$ cat src/rtl/jk_updown_counter.sv
// Modulo-MODULUS up/down counter whose state moves only through per-bit JK excitation.
// Latency 1 clk (q follows next-state target); no backpressure, inputs are sampled every edge.
module jk_updown_counter #(
  parameter int WIDTH   = 4,
  parameter int MODULUS = 10
) (
  input  logic             clk,
  input  logic             rst_n,
  input  logic             en,
  input  logic             up,
  input  logic             load,
  input  logic [WIDTH-1:0] load_val,
  output logic [WIDTH-1:0] q,
  output logic [WIDTH-1:0] qbar,
  output logic [WIDTH-1:0] j_vec,
  output logic [WIDTH-1:0] k_vec,
  output logic             tc,
  output logic             wrap_pulse
);

  // One extra bit so MODULUS == 2^WIDTH still compares correctly against load_val.
  localparam logic [WIDTH:0]   MOD_EXT = (WIDTH+1)'(MODULUS);
  localparam logic [WIDTH-1:0] MAX_CNT = WIDTH'(MODULUS - 1);

  logic [WIDTH-1:0] nxt;
  logic             at_max;
  logic             at_zero;

  assign at_max  = (q == MAX_CNT);
  assign at_zero = (q == '0);

  always_comb begin
    nxt = q;
    if (load) begin
      nxt = ({1'b0, load_val} < MOD_EXT) ? load_val : MAX_CNT;
    end else if (en) begin
      // Up from any state at or above the top (including illegal ones) wraps to 0.
      if (up) nxt = (q >= MAX_CNT) ? '0 : q + 1'b1;
      else    nxt = at_zero ? MAX_CNT : q - 1'b1;
    end
  end

  // Toggles are split into a set or a reset, so J and K are never both high.
  assign j_vec = ~q & nxt;
  assign k_vec = q & ~nxt;
  assign qbar  = ~q;
  assign tc    = en & ~load & ((up & at_max) | (~up & at_zero));

  always_ff @(posedge clk or negedge rst_n) begin
    if (!rst_n) begin
      q          <= '0;
      wrap_pulse <= 1'b0;
    end else begin
      q          <= (j_vec & ~q) | (~k_vec & q);
      wrap_pulse <= tc;
    end
  end

endmodule

$ cat config.mk
export PLATFORM = sky130hd
export DESIGN_NAME = jk_updown_counter
export DESIGN_NICKNAME = d
export VERILOG_FILES = /design/src/rtl/jk_updown_counter.sv
export SDC_FILE = /design/constraint.sdc
export NUM_CORES = 1
export LEC_CHECK = 0
export BUFFER_PORTS_ARGS = -buffer_cell sky130_fd_sc_hd__buf_2
export CAP_MARGIN = 15
export CELL_PAD_IN_SITES_DETAIL_PLACEMENT = 1
export CELL_PAD_IN_SITES_GLOBAL_PLACEMENT = 2
export CORE_AREA = 4 4 56 58
export DETAILED_ROUTE_END_ITERATION = 8
export DIE_AREA = 0 0 60 62
export PLACE_DENSITY = 0.79
export SLEW_MARGIN = 20
export SYNTH_ARGS = -nofsm -noshare
export SYNTH_HDL_FRONTEND = slang
export SYNTH_SLANG_ARGS = --single-unit
$ cat constraint.sdc
create_clock -name clk -period 2.85 [get_ports clk]
set_clock_uncertainty 0.15 [all_clocks]
set_input_delay 0.285 -clock clk [delete_from_list [all_inputs] [get_ports clk]]
set_output_delay 0.285 -clock clk [all_outputs]
set_load 0.02 [all_outputs]
==> results.cfg, run 1 <==
[status]
run_status = finished clean

[clock_tree]
clock_path_buffers = 2
htree_levels = 1
cts.root.buffer_cell = sky130_fd_sc_hd__clkbuf_4
clkTransAtPathRegs_ps = 40
numCtsBuffers = 3
postCtsSetupRepairBufs = 0
worst_skew_pair.late_latency_ps = 240
clock-sinks = 5
tritoncts = built

[logic_synthesis]
syn_area_sq_um = 615.6
synthDistinctLibCells = 36
synth_area_leaders = sky130_fd_sc_hd__dfrtp_1 (20%), sky130_fd_sc_hd__ha_1 (6.1%), sky130_fd_sc_hd__a21oi_1 (5.7%), sky130_fd_sc_hd__nor2_1 (5.5%), sky130_fd_sc_hd__nor3_1 (4.9%)
synth.top_cells.by_count = sky130_fd_sc_hd__nor2_1 (9), sky130_fd_sc_hd__a21oi_1 (7), sky130_fd_sc_hd__inv_1 (6), sky130_fd_sc_hd__nor3_1 (6), sky130_fd_sc_hd__dfrtp_1 (5)
yosys_warnings = 0
postSynth.asyncResetShare_pct = 100.0
ys_seq_area_share_pct = 20.33
library_cell_with_the_highest_instance_count_after_synthesis = sky130_fd_sc_hd__nor2_1
syn-num-nets = 92
postSynth.topFlopCell = sky130_fd_sc_hd__dfrtp_1
yosys_register_bits = 5
top_cell_type_by_total_area_after_synthesis = sky130_fd_sc_hd__dfrtp_1
number_of_standard_cells_after_synthesis = 80
syn_area_per_cell_sq_um = 7.695
synth_edf_count = 0
post-synth-top-area-fraction_pct = 20.33

[critical_path]
critPathKind = reg2out
timing.critical_path.buf_inv = 2
crit_path_depth = 7
worst_ep_required_time_ps = 2410
setup_crit_start = q[0]$_DFF_PN0_
reg2regPathDepth = 6
path_delay_family = simple AND/OR/NAND/NOR gates
crit_path_end = k_vec[1]
worstPathArrival_ps = 2260
critical_path.startpoint_type = flip-flop
worstPathMaxFanout = 11
critPathCaptureType = output pin
path_cells = inv_1 > ha_4 > or3b_4 > a2111oi_4 > a221oi_2 > and2_1 > buf_2
reg2reg_setup_slack_ps = 770
reg_to_reg_end = q[2]$_DFF_PN0_
reg2reg_from = q[1]$_DFF_PN0_
crit_path_top_delay_cell = sky130_fd_sc_hd__dfrtp_2
cp_slowest_stage_delay_ps = 470

[floorplanning]
floorplan.core_area_sq_mm = 0.002663
num_io_pins = 27
die_area_sq_mm = 0.003720
die_width_microns = 60
placementRows = 19
floorplan.initialDensity_pct = 23.12
floorplan.die.height_microns = 62

[power_and_ir_drop]
power.share.clock_pct = 21.6
sequentialPowerShare_pct = 26.3
cell_internal_pwr_uw = 210.2
worst_ir_drop_vdd_mv = 0.3918
comb_power_share_pct = 52.1
power_density_mw_per_mm2 = 479.8
leak_pwr_nw = 0.3823
switching_part_of_the_total_power_pct = 45.39
power.net_switching_uw = 174.7

[routing]
wl_per_cell_microns = 15.01
drtPass1Iterations = 4
finalWirelength_mm = 2.057
detail-route-antenna-nets = 0
dr.first_iter.drc_count = 9
dr_total_vias = 693
drc = 0
avgViaCountPerCell = 5.058

[final_layout]
fillerInstances = 351
post_route_cells_drive_above_1_share_pct = 34.91
final_util_pct = 30.12
antenna_cells_inserted = 0
fin_nets = 119
post_layout_nonfiller_instances = 137
area_delta_synth_final_pct = 30.28
finish.instance_area_sq_um = 802.0

[timing]
setup_repair_after_global_routing_missed_its_margin = false
maximum_clock_frequency_mhz = 371.5
slew_viol_final = 0
timing.setup.tns_ps = 0
post-route-worst-setup-slack_ps = 157.9
finalSetupViolCount = 0
tightestPinTransition_ps = 572.4
hold_violations = 0
min_period_ps = 2692
layout_worst_path_cycle_share_pct = 94.46
worst_slew_margin_rel_pct = 61.72

[global_routing]
initial_antenna_violation_count = 0
grt_start_max_net_pins = 16
grt_remaining_overflow = 0
first_global_vias = 748
grt_pass1_wl_mm = 3.519
globalRouteTotalUtil_pct = 12.67

[run]
timing.max_cap.violations = 0

[place]
dpl_cell_area_sq_um = 750.7
place_hpwl_mm = 1.650
placed_cells = 132
place_worst_setup_slack_ps = 254.3
gp_congestion = 0.8216
port_buffers = 26

[min_path]
min_path_type = in2reg
-- power groups by stage --
stage | registers [mW] | clock network, mW | logic (mW)
6_report | 0.101 | 0.0830 | 0.201
5_1_grt | 0.104 | 0.0954 | 0.219
4_1_cts | 0.100 | 0.0867 | 0.197
3_5_place_dp | 0.102 | 0 | 0.195
3_3_place_gp | 0.100 | 0 | 0.191
2_1_floorplan | 0.0992 | 0 | 0.133
-- logic make-up after synthesis --
group | count (synthesis) | share of synthesized area, %
and+or+nand+nor | 34 | 30.69
AOI/OAI and AO/OA | 26 | 32.52
buffers and inverters | 12 | 10.37
DFF | 5 | 20.33
adders and majority gates | 3 | 6.098
-- worst min-delay path by stage --
| stage | from | endpoint | cells past startpoint |
|---|---|---|---|
| after floorplan | rst_n | q[0]$_DFF_PN0_ | 0 |
| after global placement | rst_n | q[1]$_DFF_PN0_ | 1 |
| after detailed placement | rst_n | q[1]$_DFF_PN0_ | 1 |
| after CTS | load_val[1] | q[1]$_DFF_PN0_ | 3 |
| after global routing | load_val[1] | q[1]$_DFF_PN0_ | 3 |
| final | load_val[1] | q[1]$_DFF_PN0_ | 3 |
-- sequential cells by signal, summed over array words and instances (netlist names) --
register,cells
q,4
wrap_pulse,1
-- worst register-to-register path: cells and delay by family (launching register included) --
family / cells / cell delay, ps
AO/OA/AOI/OAI: 3 / 770
flip-flops: 1 / 450
adder cells (fa/ha/maj): 1 / 260
buffers and inverters: 1 / 160
AND/OR/NAND/NOR: 1 / 130
-- cell type report --
class                           instances  area [sq um]  area share (%)
Clock buffer                            4         26.28           3.276
Tap cell                               31         38.79           4.836
Timing Repair Buffer                   28         147.6           18.41
Multi-Input combinational cell         63         439.2           54.76
Inverter                                6         22.52           2.808
Sequential cell                         5         127.6           15.91
-- metal layers --
layer	wire (microns)	vias to the layer above	track usage, %
met2	1007	24	22.38
met5	0	-	0
met4	34	0	4.114
met1	903	322	14.69
met3	111	4	3.719
li1	-	343	-
-- cells in the final DEF (no fill, tap or decap), types with 2 or more instances in the layout --
cell type and instances:
sky130_fd_sc_hd__nor3_1 6, sky130_fd_sc_hd__o31ai_1 2, sky130_fd_sc_hd__and3_1 2, sky130_fd_sc_hd__dfrtp_1 3, sky130_fd_sc_hd__dfrtp_2 2, sky130_fd_sc_hd__a21oi_1 7, sky130_fd_sc_hd__clkbuf_4 3, sky130_fd_sc_hd__nand2_1 4
sky130_fd_sc_hd__nand2b_1 2, sky130_fd_sc_hd__inv_1 6, sky130_fd_sc_hd__nor3b_1 2, sky130_fd_sc_hd__o21ai_1 2, sky130_fd_sc_hd__ha_1 2, sky130_fd_sc_hd__nor2_1 9, sky130_fd_sc_hd__buf_2 26, sky130_fd_sc_hd__nand3_1 2
sky130_fd_sc_hd__o21ai_0 3
-- per-stage QoR --
| step | total power, mW | hold slack (ps) |
|---|---|---|
| 2_1_floorplan | 0.2321 | -160.6 |
| 3_3_place_gp | 0.2919 | -48.15 |
| 3_5_place_dp | 0.2962 | -43.06 |
| 4_1_cts | 0.3840 | 145.7 |
| 5_1_grt | 0.4190 | 170.8 |
| 6_report | 0.3848 | 152.0 |
-- what timing repair did --
action / 4_1_cts / 5_1_grt
resized for setup: 1 / 3
endpoints found under the setup margin: 1 / 2
hold buffers: 1 / 0
hold endpoints to repair: 5 / 0
Note: power is estimated with default switching activity, not from simulation.
==> run 2: changes to the inputs <==
--- a/config.mk
+++ b/config.mk
@@ -9,9 +9,9 @@
 export CAP_MARGIN = 15
 export CELL_PAD_IN_SITES_DETAIL_PLACEMENT = 1
 export CELL_PAD_IN_SITES_GLOBAL_PLACEMENT = 2
-export CORE_AREA = 4 4 56 58
+export CORE_AREA = 4 4 71 47
 export DETAILED_ROUTE_END_ITERATION = 8
-export DIE_AREA = 0 0 60 62
+export DIE_AREA = 0 0 75 51
 export PLACE_DENSITY = 0.79
 export SLEW_MARGIN = 20
 export SYNTH_ARGS = -nofsm -noshare
==> run 2 against run 1 <==
Against the previous run: first-iteration DRC count rose to 4.9 times the previous value; hold slack gained 56 ps; critical endpoint unchanged; via count rose by 2.0%.
==> results.cfg, run 2 (same netlist as run 1, synthesis figures left out) <==
[routing]
avgViaCountPerCell = 5.014
wl_met2_microns = 856
topRoutingLayerUsed = met3
met1_wl_mm = 1.137
finalWirelength_mm = 2.178
dr_total_vias = 707
met3_wirelength_microns = 184
dr.first_iter.drc_count = 44
drtPass1Iterations = 4
drc = 0
detail-route-antenna-nets = 0
wl_per_cell_microns = 15.45

[final_layout]
fillerInstances = 356
antenna_cells_inserted = 0
post_route_cells_drive_above_1_share_pct = 32.71
reg_top3 = q (4), wrap_pulse (1)
most_frequent_standard_cell_in_the_layout_excluding_fill_and_tap_cells = sky130_fd_sc_hd__buf_2
regArea_sq_um = 125.1
finish.instance_area_sq_um = 817.0
fin_nets = 120
layout_common_cells = sky130_fd_sc_hd__buf_2 (26), sky130_fd_sc_hd__nor2_1 (9), sky130_fd_sc_hd__a21oi_1 (7)
multi_input_area_sq_um = 426.7
registers.top_by_ff_count = q
area_delta_synth_final_pct = 32.72
largest_register_ffs = 4

[clock_tree]
cts.root.buffer_cell = sky130_fd_sc_hd__clkbuf_8
tritoncts = built
clkTransAtPathRegs_ps = 30
post_cts_resize_count = 0
clock-sinks = 5
worst_skew_pair.late_latency_ps = 220
htree_levels = 1
clock_path_buffers = 2
numCtsBuffers = 3

[global_routing]
first_global_vias = 728
grt_pass1_wl_mm = 3.670
grt_start_max_net_pins = 16
globalRouteTotalUtil_pct = 12.65
initial_antenna_violation_count = 0
grt_remaining_overflow = 0

[timing]
setup_repair_after_global_routing_missed_its_margin = false
tightestPinTransition_ps = 571.9
slew_viol_final = 0
finalSetupViolCount = 0
min_period_ps = 2675
timing.setup.tns_ps = 0
maximum_clock_frequency_mhz = 373.9
post-route-worst-setup-slack_ps = 175.4
layout_worst_path_cycle_share_pct = 93.85
worst_slew_margin_rel_pct = 61.75
hold_violations = 0

[place]
gp_congestion = 0.7814
port_buffers = 26
dpl_cell_area_sq_um = 762.0
place_worst_setup_slack_ps = 404.2
place_hpwl_mm = 1.707

[floorplanning]
floorplan.initialDensity_pct = 22.62
floorplan.core_area_sq_mm = 0.002721
die_width_microns = 75
floorplan.die.height_microns = 51
die_area_sq_mm = 0.003825
placementRows = 15
num_io_pins = 27

[critical_path]
reg2reg_setup_slack_ps = 840
worst_ep_required_time_ps = 2410
reg2reg_from = q[0]$_DFF_PN0_
critPathKind = reg2out
reg2regPathDepth = 6
worstPathArrival_ps = 2240
timing.critical_path.buf_inv = 2
crit_path_top_delay_cell = sky130_fd_sc_hd__or3b_4
reg_to_reg_end = q[1]$_DFF_PN0_
worstPathMaxFanout = 8
path_cells = inv_1 > ha_1 > or3b_4 > a2111oi_4 > a221oi_2 > and2_1 > buf_2
critPathCaptureType = output pin
critical_path.startpoint_type = flip-flop
cp_slowest_stage_delay_ps = 450
path_delay_family = simple AND/OR/NAND/NOR gates

[min_path]
min_path_type = in2reg
timing.hold.worst_endpoint = q[1]$_DFF_PN0_
timing.hold.worst_path_depth = 3
hold_path_startpoint = load_val[1]

[power_and_ir_drop]
power_density_mw_per_mm2 = 528.3
total_power_uw = 431.7
worst_ir_drop_vdd_mv = 0.2177
leak_pwr_nw = 0.3967

[status]
run_status = finished clean

[run]
timing.max_cap.violations = 0
==> run 2: power breakdown <==
part           total (mW)  switching, mW  internal, mW
clock               0.131         0.0347        0.0960
combinational       0.204          0.129        0.0754
sequential         0.0968         0.0176        0.0793
total               0.432          0.181         0.251
==> run 2: tightest hold or removal path: stages <==
cell	delay, ps
sky130_fd_sc_hd__buf_2	110
sky130_fd_sc_hd__a221oi_2	70
sky130_fd_sc_hd__inv_1	70
==> run 2: stage by stage <==
stage	cells	hold slack [ps]	util, %
after global routing	141	213.1	30.02
final	141	208.2	30.02
after global placement	136	-47.56	28.00
after floorplan	80	-160.6	-
after detailed placement	136	-44.76	28.00
after CTS	141	198.8	30.02
==> run 2: how the worst max path moves through the flow <==
stage,startpoint,endpoint,slack [ps],cells after the start
global route,q[0]$_DFF_PN0_,k_vec[1],40,7
CTS,q[0]$_DFF_PN0_,k_vec[1],170,7
detailed placement,q[0]$_DFF_PN0_,k_vec[1],400,7
global placement,q[0]$_DFF_PN0_,k_vec[1],480,7
finish,q[0]$_DFF_PN0_,k_vec[1],180,7
floorplan,q[0]$_DFF_PN0_,j_vec[1],140,7
==> run 2: layer usage <==
| layer | global-route usage (%) | up-vias |
|---|---|---|
| met1 | 19.60 | 331 |
| met4 | 1.775 | 0 |
| met2 | 17.20 | 29 |
| li1 | - | 347 |
| met5 | 0 | - |
| met3 | 3.536 | 0 |
==> run 2: area by class of cell <==
type	instances	share of cell area (%)
clock buffer	4	5.513
timing repair buffer	29	18.99
inverter	6	2.757
tap	34	5.207
sequential	5	15.31
multi-input combinational	63	52.22
==> run 2: repair_timing <==
| action | in CTS | in global routing |
|---|---|---|
| setup endpoints to repair | 0 | 0 |
| hold buffers | 1 | 0 |
| hold endpoints to repair | 5 | 0 |
| buffers inserted | 0 | 0 |
==> run 3: changes to the inputs <==
--- a/config.mk
+++ b/config.mk
@@ -5,7 +5,7 @@
 export SDC_FILE = /design/constraint.sdc
 export NUM_CORES = 1
 export LEC_CHECK = 0
-export BUFFER_PORTS_ARGS = -buffer_cell sky130_fd_sc_hd__buf_2
+export BUFFER_PORTS_ARGS = -buffer_cell sky130_fd_sc_hd__clkbuf_2
 export CAP_MARGIN = 15
 export CELL_PAD_IN_SITES_DETAIL_PLACEMENT = 1
 export CELL_PAD_IN_SITES_GLOBAL_PLACEMENT = 2
==> run 3 against run 2 <==
Against the previous run: cell count increased by 0.71%; critical path type unchanged; worst setup slack better by 14 ps; sequential share of layout area fell by 0.16 points; utilization up 0.32 points; design area rose by 1.1%; power is 1.6% higher.
==> results.cfg, run 3 (same netlist as run 1, synthesis figures left out) <==
[final_layout]
largest_register_ffs = 4
antenna_cells_inserted = 0
area_delta_synth_final_pct = 34.15
registers.top_by_ff_count = q
layout_common_cells = sky130_fd_sc_hd__clkbuf_2 (26), sky130_fd_sc_hd__nor2_1 (9), sky130_fd_sc_hd__a21oi_1 (7)
most_frequent_standard_cell_in_the_layout_excluding_fill_and_tap_cells = sky130_fd_sc_hd__clkbuf_2
reg_top3 = q (4), wrap_pulse (1)
post_route_cells_drive_above_1_share_pct = 34.26
final_util_pct = 30.34
finish.instance_area_sq_um = 825.8
fin_nets = 121

[clock_tree]
numCtsBuffers = 3
clkTransAtPathRegs_ps = 40
htree_levels = 1
clock_path_buffers = 2
clock-sinks = 5
cts.root.buffer_cell = sky130_fd_sc_hd__clkbuf_8
post_cts_resize_count = 0
worst_skew_pair.late_latency_ps = 230
tritoncts = built

[routing]
detail-route-antenna-nets = 0
dr.first_iter.drc_count = 58
avgViaCountPerCell = 5.085
finalWirelength_mm = 2.223
wl_per_cell_microns = 15.65
drtPass1Iterations = 4
drc = 0
dr_total_vias = 722

[floorplanning]
floorplan.initialDensity_pct = 22.62
num_io_pins = 27
die_width_microns = 75
placementRows = 15
die_area_sq_mm = 0.003825
floorplan.core_area_sq_mm = 0.002721
floorplan.die.height_microns = 51

[power_and_ir_drop]
worst_ir_drop_vdd_mv = 0.1480
total_power_uw = 438.6
power_density_mw_per_mm2 = 531.2
leak_pwr_nw = 0.4019

[timing]
timing.setup.tns_ps = 0
worst_slew_margin_rel_pct = 57.28
hold_violations = 0
maximum_clock_frequency_mhz = 375.8
min_period_ps = 2661
post-route-worst-setup-slack_ps = 189.0
slew_viol_final = 0
setup_repair_after_global_routing_missed_its_margin = false
layout_worst_path_cycle_share_pct = 93.37
tightestPinTransition_ps = 638.8
finalSetupViolCount = 0

[critical_path]
reg2reg_from = q[0]$_DFF_PN0_
worstPathArrival_ps = 2230
worst_ep_required_time_ps = 2410
critPathCaptureType = output pin
setup_crit_start = q[0]$_DFF_PN0_
critPathKind = reg2out
reg2regPathDepth = 6
worstPathMaxFanout = 8
critical_path.startpoint_type = flip-flop

[min_path]
timing.hold.worst_path_depth = 3
min_path_type = in2reg
hold_path_startpoint = load_val[1]

[global_routing]
initial_antenna_violation_count = 0
grt_remaining_overflow = 0
first_global_vias = 713
globalRouteTotalUtil_pct = 13.02
grt_pass1_wl_mm = 3.753
grt_start_max_net_pins = 16

[place]
dpl_cell_area_sq_um = 769.5
place_hpwl_mm = 1.724
gp_congestion = 0.8177
port_buffers = 26
place_worst_setup_slack_ps = 439.1

[status]
run_status = finished clean

[run]
timing.max_cap.violations = 0
run 3: power breakdown:
part	internal, mW	switching, mW	total [mW]
registers	0.0793	0.0140	0.0933
clock network	0.0943	0.0397	0.134
logic	0.0770	0.134	0.211
run 3: worst paths after layout:
kind | to | slack, ps
worst max-delay path | k_vec[1] | 190
worst min-delay path | q[1]$_DFF_PN0_ | 190
worst max register to register | q[2]$_DFF_PN0_ | 830
worst min register to register | wrap_pulse$_DFF_PN0_ | 660
max in group asynchronous | q[3]$_DFF_PN0_ | 2140
min in group asynchronous | q[2]$_DFF_PN0_ | 270
run 3: per-stage QoR:
stage                     hold slack (ps)  std cells
final                               190.4        142
after global placement             -46.32        137
after floorplan                    -160.6         80
after CTS                           181.4        142
after detailed placement           -39.30        137
after global routing                197.6        142
run 3: final cells by class:
type                       instances  area (sq um)
fill                             334          1896
multi-input combinational         63         426.7
timing repair buffer              30         162.7
sequential                         5         125.1
tap                               34         42.54
clock buffer                       3         41.29
inverter                           6         22.52
clock inverter                     1         5.005
run 3: routing by layer:
layer	part of all wire [%]	vias up	GRT usage [%]
li1	-	351	-
met1	52	348	20.35
met2	42	23	16.62
met3	5.8	0	2.554
met4	0	0	5.325
met5	0	-	0
run 3: what timing repair did:
action,CTS,global route
endpoints found under the hold margin,5,0
setup buffers,0,0
hold buffers,1,0
run 3: worst max-delay path, stage by stage, from the launching register on:
cell	delay (ps)
sky130_fd_sc_hd__dfrtp_1	390
sky130_fd_sc_hd__inv_1	110
sky130_fd_sc_hd__ha_1	280
sky130_fd_sc_hd__or3b_4	440
sky130_fd_sc_hd__a2111oi_4	360
sky130_fd_sc_hd__a221oi_2	80
sky130_fd_sc_hd__and2_1	180
sky130_fd_sc_hd__clkbuf_2	150
